===== src/rtl/serializer_slot_scheduler.sv =====
// Time-division scheduler: one requester word per SLOT_CYCLES-clock slot into a shared serializer.
// Latency: word taken at the slot boundary appears on PAR_IN 1 clock later and holds for a full slot.
// Backpressure: REQ_READY is a one-hot strobe in the boundary cycle only; requesters hold VALID until accepted.
module serializer_slot_scheduler #(
    parameter int                NUM_REQ     = 4,
    parameter int                WORD_W      = 16,
    parameter int                SLOT_CYCLES = 16,
    parameter int                MAX_BURST   = 2,
    parameter logic [WORD_W-1:0] IDLE_WORD   = '0
) (
    input  logic                         CLK,
    input  logic                         RESET,
    inout  wire                          VPWR,
    inout  wire                          VGND,
    input  logic [NUM_REQ-1:0]           REQ_VALID,
    input  logic [NUM_REQ*WORD_W-1:0]    REQ_DATA,
    input  logic [NUM_REQ-1:0]           REQ_ENABLE,
    output logic [NUM_REQ-1:0]           REQ_READY,
    output logic [WORD_W-1:0]            PAR_IN,
    output logic                         SLOT_START,
    output logic                         GRANT_VALID,
    output logic [$clog2(NUM_REQ)-1:0]   GRANT_ID
);
    localparam int IDW = $clog2(NUM_REQ);
    localparam int CW  = $clog2(SLOT_CYCLES);
    localparam int BW  = $clog2(MAX_BURST + 1);

    typedef enum logic {IDLE, OWN} state_t;

    state_t               state_q, state_d;
    logic [CW-1:0]        slot_cnt;
    logic [BW-1:0]        burst_cnt, burst_d;
    logic [IDW-1:0]       rr_ptr, winner;
    logic                 win_vld;
    logic                 boundary;
    logic [NUM_REQ-1:0]   eligible;

    // Supply pins carry no logic in this model.
    wire unused_pwr_pins = VPWR ^ VGND;

    assign boundary = (slot_cnt == CW'(SLOT_CYCLES - 1));
    assign eligible = REQ_VALID & REQ_ENABLE;

    always_comb begin
        winner    = '0;
        win_vld   = 1'b0;
        burst_d   = '0;
        state_d   = state_q;
        REQ_READY = '0;
        if (boundary) begin
            if (state_q == OWN && eligible[GRANT_ID] && burst_cnt < BW'(MAX_BURST - 1)) begin
                winner  = GRANT_ID;
                win_vld = 1'b1;
                burst_d = burst_cnt + BW'(1);
            end else begin
                // Descending scan so the nearest index after rr_ptr is the last one written.
                for (int k = NUM_REQ; k >= 1; k--) begin
                    if (eligible[(int'(rr_ptr) + k) % NUM_REQ]) begin
                        winner  = IDW'((int'(rr_ptr) + k) % NUM_REQ);
                        win_vld = 1'b1;
                    end
                end
            end
            state_d = win_vld ? OWN : IDLE;
            if (win_vld) REQ_READY = NUM_REQ'(1) << winner;
        end
    end

    always_ff @(posedge CLK or negedge RESET) begin
        if (!RESET) state_q <= IDLE;
        else        state_q <= state_d;
    end

    always_ff @(posedge CLK or negedge RESET) begin
        if (!RESET) begin
            slot_cnt    <= '0;
            burst_cnt   <= '0;
            rr_ptr      <= IDW'(NUM_REQ - 1);
            PAR_IN      <= IDLE_WORD;
            SLOT_START  <= 1'b0;
            GRANT_VALID <= 1'b0;
            GRANT_ID    <= '0;
        end else begin
            slot_cnt   <= boundary ? '0 : slot_cnt + CW'(1);
            SLOT_START <= boundary;
            if (boundary) begin
                burst_cnt <= burst_d;
                if (win_vld) begin
                    PAR_IN      <= REQ_DATA[winner*WORD_W +: WORD_W];
                    GRANT_VALID <= 1'b1;
                    GRANT_ID    <= winner;
                    rr_ptr      <= winner;
                end else begin
                    PAR_IN      <= IDLE_WORD;
                    GRANT_VALID <= 1'b0;
                    GRANT_ID    <= '0;
                end
            end
        end
    end
endmodule


===== config.mk =====
export PLATFORM = sky130hd
export DESIGN_NAME = serializer_slot_scheduler
export DESIGN_NICKNAME = d
export VERILOG_FILES = /design/src/rtl/serializer_slot_scheduler.sv
export SDC_FILE = /design/constraint.sdc
export NUM_CORES = 1
export LEC_CHECK = 0
export CAP_MARGIN = 20
export CORE_ASPECT_RATIO = 1.4
export CORE_UTILIZATION = 40
export CTS_CLUSTER_DIAMETER = 30
export DETAILED_ROUTE_END_ITERATION = 6
export GPL_ROUTABILITY_DRIVEN = 0
export PLACE_DENSITY = 0.77
export SETUP_SLACK_MARGIN = 0.02
export SLEW_MARGIN = 30
export SYNTH_ARGS = -nofsm -noshare
export SYNTH_HDL_FRONTEND = slang
export SYNTH_SLANG_ARGS = --single-unit
export TNS_END_PERCENT = 30

===== constraint.sdc =====
create_clock -name CLK -period 2.6 [get_ports CLK]
set_clock_uncertainty 0.1 [all_clocks]
set_input_delay 0.39 -clock CLK [delete_from_list [all_inputs] [get_ports CLK]]
set_output_delay 0.39 -clock CLK [all_outputs]
set_load 0.02 [all_outputs]

==> summary by stage, run 1 <==
Run status
The run finished, with violations left. The checks that failed: negative setup slack.

Cells and area
The growth of design area from synthesis to finish is 66.3%. In the final design database the tool counted slightly below 400 nets. After routing the design area is 3310 µm². The share of final-layout standard cells stronger than drive strength 1 is 22.6%. The total inserted antenna cells is 0. The post-layout instance count excluding filler cells is between 300 and 400.

Detailed routing
After detailed routing, the total wire length is roughly 6300 µm. The number of detailed-routing iterations run before antenna repair is 4. The detailed-route wire length per cell is around 17 µm. In this run, the number of DRC markers left after iteration 0 of detailed routing was slightly above 60.

The detail route stage leaves a number of antenna-violating nets equal to 0. The remaining design rule violation count is 0. The ratio of routed vias to standard cells is around 5.6. The final route contains about 2100 vias.

Timing
At the pin with the least slew margin, the transition time is roughly 560 ps. The final count of hold timing violations is 0. The number of unconstrained endpoints is 2.

The final number of setup-violating endpoints is 1. The time the worst path needs with I/O delays and setup is 2600 ps. The max-slew violation count is 0. The highest achievable clock rate is just under 400 MHz. Measured against its own limit, the worst slew margin works out to between 60 and 70%.

The period utilization is 100%. The setup slack of the critical path after layout is -2.94 ps. Hold is met by between 300 and 400 ps. Setup repair after global routing could not meet its margin everywhere.

Die
The initial cell density of the core is around two fifths. From bottom edge to top edge, the die measures ~85 µm. The die outline area is 5270 µm². The die is 61.6 µm wide. 100 I/O pins were placed. The count of standard-cell rows is 30. In this run the standard cell core region covers 4800 µm².

Worst setup path
The reg2reg setup slack is 150 ps. The data arrival at the endpoint of the critical path is 2110 ps. The class of the most critical setup path is register to output port. The startpoint of the lowest-slack register-to-register path is rr_ptr[1]. The endpoint identified for the worst register-to-register timing path is PAR_IN[12]. The critical path capture point type is an output port. The launching instance or port of the critical path is burst_cnt[1]. STA classifies the critical path startpoint as a register.

STA puts the critical path data required time at between 2000 and 2500 ps. In this run the worst setup path terminates at REQ_READY[0]. The highest net fanout along the worst path is 3. The number of cells on the worst reg-to-reg path is 8.

Pwr
The peak ir drop on the vdd network is around 0.33 mV. For this design the ratio of total power to cell area is roughly 560 nW/µm². The analysis attributes to cell leakage a power of approximately 1.4 nW. Summing internal, switching and leakage power gives 1.84 mW.

GRT
The number of antenna violations at the first check in global routing is 0. The remaining global-route overflow is 0. The via count of the first global-routing pass is just over 2000. For this run, the total global-route usage over all layers was measured as between 20% and 30%. Entering global routing, the biggest net connects 53 pins.

The first global-routing pass estimated a little under 10000 µm of wire.

Clock network
The clock tree root buffer cell is sky130_fd_sc_hd__clkbuf_8. The maximum root-to-sink buffer count is 2. The tree built by TritonCTS fans out to 29 sinks. The clock tree synthesis step divided the H-tree into 2 levels.

The insertion delay to the later sink of the worst-skew pair is around 280 ps. The TritonCTS clock tree is yes. The number of buffers created by CTS is 5. The clock transition at the registers of the reported paths is 60 ps.

Yosys
The Yosys step of the flow raised 0 warnings. Of the total synthesized cell area, the portion taken by AND, OR, NAND and NOR gates is about a tenth. The gate count after technology mapping is between 150 and 200.

After synthesis, the largest family of logic cells by area is compound AO/OA/AOI/OAI gates. The mean post-synth cell area is 10.3 µm². Summing the sequential cell areas from Yosys gives 36.6% of the chip area. After synthesis, the share of cell area in mux cells is 8.05%. Summing the areas of all compound-gate instances in the mapped netlist gives a little over a third of the synthesized area. Of the total synthesized cell area, the portion taken by XOR and XNOR cells is less than 1%. The register bit count reported by yosys is 29.

The count of different cell masters after synthesis is 44. The total standard cell area after synthesis is 1990 µm². The adder-cell area share of the yosys netlist is around 1.3%. The number of nets produced by synthesis is 271.

Placed design
The final HPWL from detailed placement is ~4500 µm. Once placement completed, the tool counted placed cells totaling 365. Buffers placed on the I/O ports in this run total between 90 and 100. Once placement finished, the instance area stood at 3120 µm².

Worst hold path
The min-delay analysis places its worst path in the category primary input to async pin.

Job
The count of max-cap constraint violations is 0.
how the worst min path moves through the flow:
stage / startpoint / endpoint / depth (start not counted)
2_1_floorplan: RESET / GRANT_ID[0] / 0
3_3_place_gp: state_q / state_q / 2
3_5_place_dp: state_q / state_q / 2
4_1_cts: state_q / state_q / 2
5_1_grt: RESET / PAR_IN[14] / 2
6_report: RESET / PAR_IN[14] / 2
synthesized netlist by cell type:
cell type                  instances  share of area, %
sky130_fd_sc_hd__inv_1             6               1.1
sky130_fd_sc_hd__o311a_4           1               1.1
sky130_fd_sc_hd__o21ai_4           1              0.82
sky130_fd_sc_hd__nor2b_1           1              0.31
sky130_fd_sc_hd__o21a_1            2              0.75
sky130_fd_sc_hd__nor2_1            2              0.38
sky130_fd_sc_hd__ha_1              2               1.3
sky130_fd_sc_hd__a311oi_1          1              0.44
sky130_fd_sc_hd__and2_1            2              0.63
sky130_fd_sc_hd__a211o_1           1              0.44
sky130_fd_sc_hd__mux2i_1          16               8.0
sky130_fd_sc_hd__o32ai_1          16               7.0
sky130_fd_sc_hd__nand4b_1          1              0.44
sky130_fd_sc_hd__xor2_1            1              0.44
sky130_fd_sc_hd__clkbuf_1          3              0.57
sky130_fd_sc_hd__buf_1             1              0.19
sky130_fd_sc_hd__o21ai_2           1              0.44
sky130_fd_sc_hd__o211ai_1          1              0.38
sky130_fd_sc_hd__o21ai_0           7               1.8
sky130_fd_sc_hd__or3_4             1              0.57
sky130_fd_sc_hd__nand4_1           1              0.31
sky130_fd_sc_hd__a211oi_1         23               8.7
sky130_fd_sc_hd__a22oi_1          17               6.4
sky130_fd_sc_hd__buf_8             1              0.75
sky130_fd_sc_hd__a31oi_1           2              0.63
sky130_fd_sc_hd__inv_2             1              0.19
sky130_fd_sc_hd__buf_4             3               1.1
sky130_fd_sc_hd__a211oi_2          9               5.7
sky130_fd_sc_hd__nand3_2           1              0.50
sky130_fd_sc_hd__nand3b_1          2              0.75
sky130_fd_sc_hd__nand3_1           6               1.5
sky130_fd_sc_hd__a21oi_1           1              0.25
sky130_fd_sc_hd__nand2_1          16               3.0
sky130_fd_sc_hd__dfrtp_1          27                34
sky130_fd_sc_hd__buf_2             4               1.0
sky130_fd_sc_hd__o32ai_2           1              0.82
sky130_fd_sc_hd__and2_2            1              0.38
sky130_fd_sc_hd__a21oi_2           1              0.44
sky130_fd_sc_hd__o2111a_1          1              0.57
sky130_fd_sc_hd__or2_1             1              0.31
sky130_fd_sc_hd__buf_6             3               1.7
sky130_fd_sc_hd__buf_12            1               1.0
sky130_fd_sc_hd__and3_1            1              0.31
sky130_fd_sc_hd__dfstp_2           2               2.6
sequential cells by signal, indices dropped and copies added (netlist names):
signal and flops:
state_q 1, GRANT_VALID 1, slot_cnt 4, PAR_IN 16, GRANT_ID 2, rr_ptr 2, SLOT_START 1, burst_cnt 2
final cells by class:
type,count,area [µm²]
repair buffers,130,1220
flip-flops and latches,29,728
inverters,7,26.3
clock buffers,7,86.3
well taps,64,80.1
multi-input cells,141,1170
fillers,416,1490
cells in the final DEF, fill, tap and decap left out, drive strengths merged:
cell           instances
dfrtp                 27
o211ai                 1
o311a                  1
o21ai                  9
nand2                 16
clkdlybuf4s50         85
or2                    1
a211oi                32
nor2b                  1
nand3b                 2
nor2                   2
or3                    1
and3                   1
a21oi                  2
a22oi                 17
a311oi                 1
nand4b                 1
dlygate4sd2            3
dlymetal6s2s           5
inv                    7
buf                   37
nand3                  7
ha                     2
and2                   3
o32ai                 17
a31oi                  2
o2111a                 1
dfstp                  2
mux2i                 16
a211o                  1
nand4                  1
clkbuf                 7
xor2                   1
o21a                   2
what timing repair did:
action	4_1_cts	5_1_grt
pin swaps	4	7
endpoints found under the setup margin	4	20
buffers inserted	1	5
hold buffers	0	0
resized for setup	28	14
power breakdown:
part / switching (mW) / total [mW] / internal [mW] / leakage [nW]
combinational: 0.355 / 0.824 / 0.469 / 1.03
clock: 0.168 / 0.378 / 0.210 / 0.0443
sequential: 0.101 / 0.637 / 0.537 / 0.372
cells by family after synthesis:
group                      Yosys count
AOI/OAI and AO/OA                   86
xor gates and xnor gates             1
adders and majority gates            2
buffers and inverters               23
DFF                                 29
muxes                               16
and+or+nand+nor                     36
critical path: stages (launching register included):
cell and delay, ps:
sky130_fd_sc_hd__dfrtp_1 370, sky130_fd_sc_hd__inv_2 80, sky130_fd_sc_hd__ha_4 140, sky130_fd_sc_hd__nand2_4 50
sky130_fd_sc_hd__a31oi_4 160, sky130_fd_sc_hd__o311a_4 220, sky130_fd_sc_hd__o32ai_4 100, sky130_fd_sc_hd__buf_6 140
sky130_fd_sc_hd__or2_1 240, sky130_fd_sc_hd__nor2b_1 160, sky130_fd_sc_hd__buf_4 170
layer usage:
layer	GRT usage [%]	share of wire [%]
met5	0	0
met4	9.49	2.4
met3	5.34	4.3
met2	43.7	55
met1	30.0	38
per-stage QoR:
stage          util, %  setup slack [ps]  TNS [ps]
2_1_floorplan        -               254         0
3_5_place_dp      65.0              -522     -5200
4_1_cts           67.2             -40.2     -78.2
5_1_grt           68.9             -93.1      -160
6_report          68.9             -2.94     -2.94
3_3_place_gp      65.0              -467     -4580
No activity file was read; power rests on OpenSTA's default activity.
==> run 2: changes to the inputs <==
--- a/config.mk
+++ b/config.mk
@@ -5,7 +5,6 @@
 export SDC_FILE = /design/constraint.sdc
 export NUM_CORES = 1
 export LEC_CHECK = 0
-export CAP_MARGIN = 20
 export CORE_ASPECT_RATIO = 1.4
 export CORE_UTILIZATION = 40
 export CTS_CLUSTER_DIAMETER = 30
==> results of run 2 <==
Final layout, timing and power as in run 1 (identical DEF).
==> run 3: changes to the inputs <==
--- a/config.mk
+++ b/config.mk
@@ -10,8 +10,10 @@
 export CTS_CLUSTER_DIAMETER = 30
 export DETAILED_ROUTE_END_ITERATION = 6
 export GPL_ROUTABILITY_DRIVEN = 0
+export HOLD_SLACK_MARGIN = 0.08
 export PLACE_DENSITY = 0.77
 export SETUP_SLACK_MARGIN = 0.02
+export SKIP_LAST_GASP = 1
 export SLEW_MARGIN = 30
 export SYNTH_ARGS = -nofsm -noshare
 export SYNTH_HDL_FRONTEND = slang
==> summary by stage, run 3 (synthesis gave the netlist of run 1 again) <==
GRT
Entering global routing, the biggest net connects 53 pins. The combined global-route utilization of all metal layers is between 20% and 30%. The number of antenna violations at the first check in global routing came to 0. The first global-routing pass estimated 9870 µm of wire. Global routing finished with a remaining overflow of 0. The via count of the first global-routing pass is 2071.

Detailed routing
Detailed routing inserted a total of between 2000 and 2500 vias. Detailed routing placed a total of 253 µm of wire on met3. The number of violations reported at the end of detailed-routing iteration 0 is 74. The detailed-route wire length per cell is 16.5 µm. The highest layer touched by signal routing is met4.

For this run, design rule violations remaining after detail routing come to 0. The wire length on met2 is between 3000 and 4000 µm. The number of nets still failing antenna checks after routing is 0.

The ratio of routed vias to standard cells is between 5 and 6. For this block, wires on met1 add up to 2410 µm. Before antenna repair, the detailed router went through 4 iterations. The sum of routed wire length over all layers is between 6000 and 7000 µm.

Clock network
The number of clock buffers added by TritonCTS is 5. The maximum root-to-sink buffer count is 2. The TritonCTS clock tree is yes. The H-tree was split into 2 levels. Clock-pin slew was measured on the worst setup and hold paths at about 60 ps. For this design, the sink count on the clock tree is 29. The number of hold buffers added after CTS is 0.

The cell sitting at the root of the clock tree is a sky130_fd_sc_hd__clkbuf_8. The insertion delay to the later sink of the worst-skew pair is approximately 280 ps.

Job
Max-cap violations in this run came to 0.

Die
The vertical extent of the die is ~85 µm. The die covers between 5000 and 6000 µm². Row generation in the floorplan step produced 30 rows. The number of primary I/O pins is 100. The initial cell density of the core is 41.4%. In this run the horizontal extent of the chip is between 60 and 70 µm. The core outline area is about 4800 µm².

Timing
The final critical path takes up a little over nine tenths of the cycle. Setup violations remaining at the end of the flow were counted as 0. The final count of hold timing violations is 0. The setup slack of the critical path after layout is about 36 ps.

The max-slew violation count is 0. The time the worst path needs with I/O delays and setup is about 2600 ps. The highest achievable clock rate is around 400 MHz. Setup repair after global routing could not meet its margin everywhere. For the pin with the worst max-slew slack, the measured transition is roughly 550 ps.

2 endpoints have no timing constraint. The worst max-slew margin expressed relative to the limit is between 60 and 70%. Hold timing on the final database bottoms out at a slack of 386 ps.

Cells and area
Ranked by flip-flop count, first place goes to PAR_IN. In the final layout, the registers with the most flip-flops are PAR_IN: 16 flops, slot_cnt: 4 flops. The final-layout fill cell count is 417.

The net count of the finished layout is 391. 0 antenna diodes ended up in the layout. The growth of design area from synthesis to finish is 65.9%. The top cell types in the final layout, fill and taps aside, are 85 x sky130_fd_sc_hd__clkdlybuf4s50_1, 33 x sky130_fd_sc_hd__buf_4, 27 x sky130_fd_sc_hd__dfrtp_1, 23 x sky130_fd_sc_hd__a211oi_1, 17 x sky130_fd_sc_hd__a22oi_1.

The most common cell after layout, fill and taps aside is sky130_fd_sc_hd__clkdlybuf4s50_1. The register with the most flip-flops in the layout has 16 of them. The cell area after layout is about 3300 µm². The count of cells in the finished layout, fillers not included, comes to between 300 and 400. The share of final-layout standard cells stronger than drive strength 1 is 22.4%.

Worst setup path
In this run the worst path has a maximum fanout of 2. Traced cell by cell, the critical path runs through inv_2, ha_4, nand2_4, a31oi_4, o311a_4, o32ai_4, buf_6, or2_1, nor2b_1, buf_4. For this run, the slowest stage of the critical path takes approximately 370 ps.

The critical path contains buffers and inverters numbering 3 combined. The class of the most critical setup path is register to output port. At the worst endpoint, the arrival time is just over 2000 ps.

The critical path capture point type is an output port. The kind of launch point of the worst setup path is a register. The reg2reg setup slack is around 150 ps. The kind of cell adding the most delay to the critical path is compound AO/OA/AOI/OAI gates. For the worst setup path, the data required time is approximately 2100 ps. The largest individual stage delay along the critical path comes from the cell sky130_fd_sc_hd__dfrtp_1.

Placed design
The worst slack at placement is -522 ps. In this run the tool buffered the top-level ports with 97 buffer cells. The placed instances occupy a cell area of 3120 µm². The final HPWL from detailed placement is between 4000 and 5000 µm. The cell count after placement is between 300 and 400.

Run status
The flow ran to the end, and the final reports show no timing, DRC or antenna violations.

Pwr
The switching power as a share of total power is between 30% and 40%. IR analysis of the VDD net gives a maximum drop of about 0.33 mV. For this design the ratio of total power to cell area is between 500 and 600 nW/µm².

The internal portion of the total power is between 1 and 1.5 mW. The switching power is about 0.62 mW. The static leakage power is roughly 1.4 nW.

In this run, flip-flops and latches consume 34.7% of the power. The power share of the combinational group is 44.7%. The design draws between 1.5 and 2 mW. Per report_power, the clock group accounts for 20.6% of the total.

Worst hold path
The type of the tightest min-delay check is primary input to async pin.
-- run 3: cell types whose count changed in the layout (fill, tap and decap cells not counted), sizes merged --
cell	before	now
buf	37	36
-- run 3: stage by stage --
stage | TNS [ps] | util (%)
6_report | 0 | 68.8
5_1_grt | -150 | 68.8
4_1_cts | -115 | 67.1
3_5_place_dp | -5200 | 65.0
3_3_place_gp | -4580 | 65.0
2_1_floorplan | 0 | -
-- run 3: path summary, 6_finish.rpt --
kind	cells after the start	to	startpoint
min reg2reg	2	GRANT_VALID	GRANT_VALID
max reg2reg	8	PAR_IN[12]	rr_ptr[1]
max in group asynchronous	2	rr_ptr[0]	RESET
min	2	PAR_IN[14]	RESET
max	10	REQ_READY[0]	burst_cnt[1]
min in group CLK	2	GRANT_VALID	GRANT_VALID
-- run 3: area by class of cell --
cell class / instances / area (µm²) / share of cell area [%]
timing repair buffer: 129 / 1210 / 36.8
multi-input combinational: 141 / 1170 / 35.3
sequential: 29 / 728 / 22.0
clock buffer: 7 / 86.3 / 2.61
tap: 64 / 80.1 / 2.42
inverter: 7 / 26.3 / 0.795
-- run 3: routing by layer --
layer,GRT usage [%],vias to the layer above
li1,-,1014
met1,30.1,1011
met2,43.6,64
met3,5.18,14
met4,9.49,0
met5,0,-
-- run 3: worst register-to-register path, stage by stage, from the launching register on --
cell and delay [ps]:
sky130_fd_sc_hd__dfstp_2 580, sky130_fd_sc_hd__nand3b_1 140, sky130_fd_sc_hd__a21oi_2 70, sky130_fd_sc_hd__or3_4 420
sky130_fd_sc_hd__buf_4 150, sky130_fd_sc_hd__o21ai_2 120, sky130_fd_sc_hd__buf_4 330, sky130_fd_sc_hd__mux2i_1 300
sky130_fd_sc_hd__o32ai_1 120
-- run 3: timing repair --
| action | 4_1_cts | 5_1_grt |
|---|---|---|
| resized for setup | 24 | 18 |
| pin swaps | 4 | 7 |
| setup endpoints to repair | 4 | 20 |
| setup buffers | 1 | 4 |
-- run 3: power groups by stage --
stage | combinational [mW] | sequential, mW | clock [mW]
6_report | 0.819 | 0.636 | 0.377
5_1_grt | 0.875 | 0.648 | 0.409
4_1_cts | 0.786 | 0.631 | 0.386
3_5_place_dp | 0.758 | 0.639 | 0
3_3_place_gp | 0.748 | 0.634 | 0
2_1_floorplan | 0.293 | 0.708 | 0
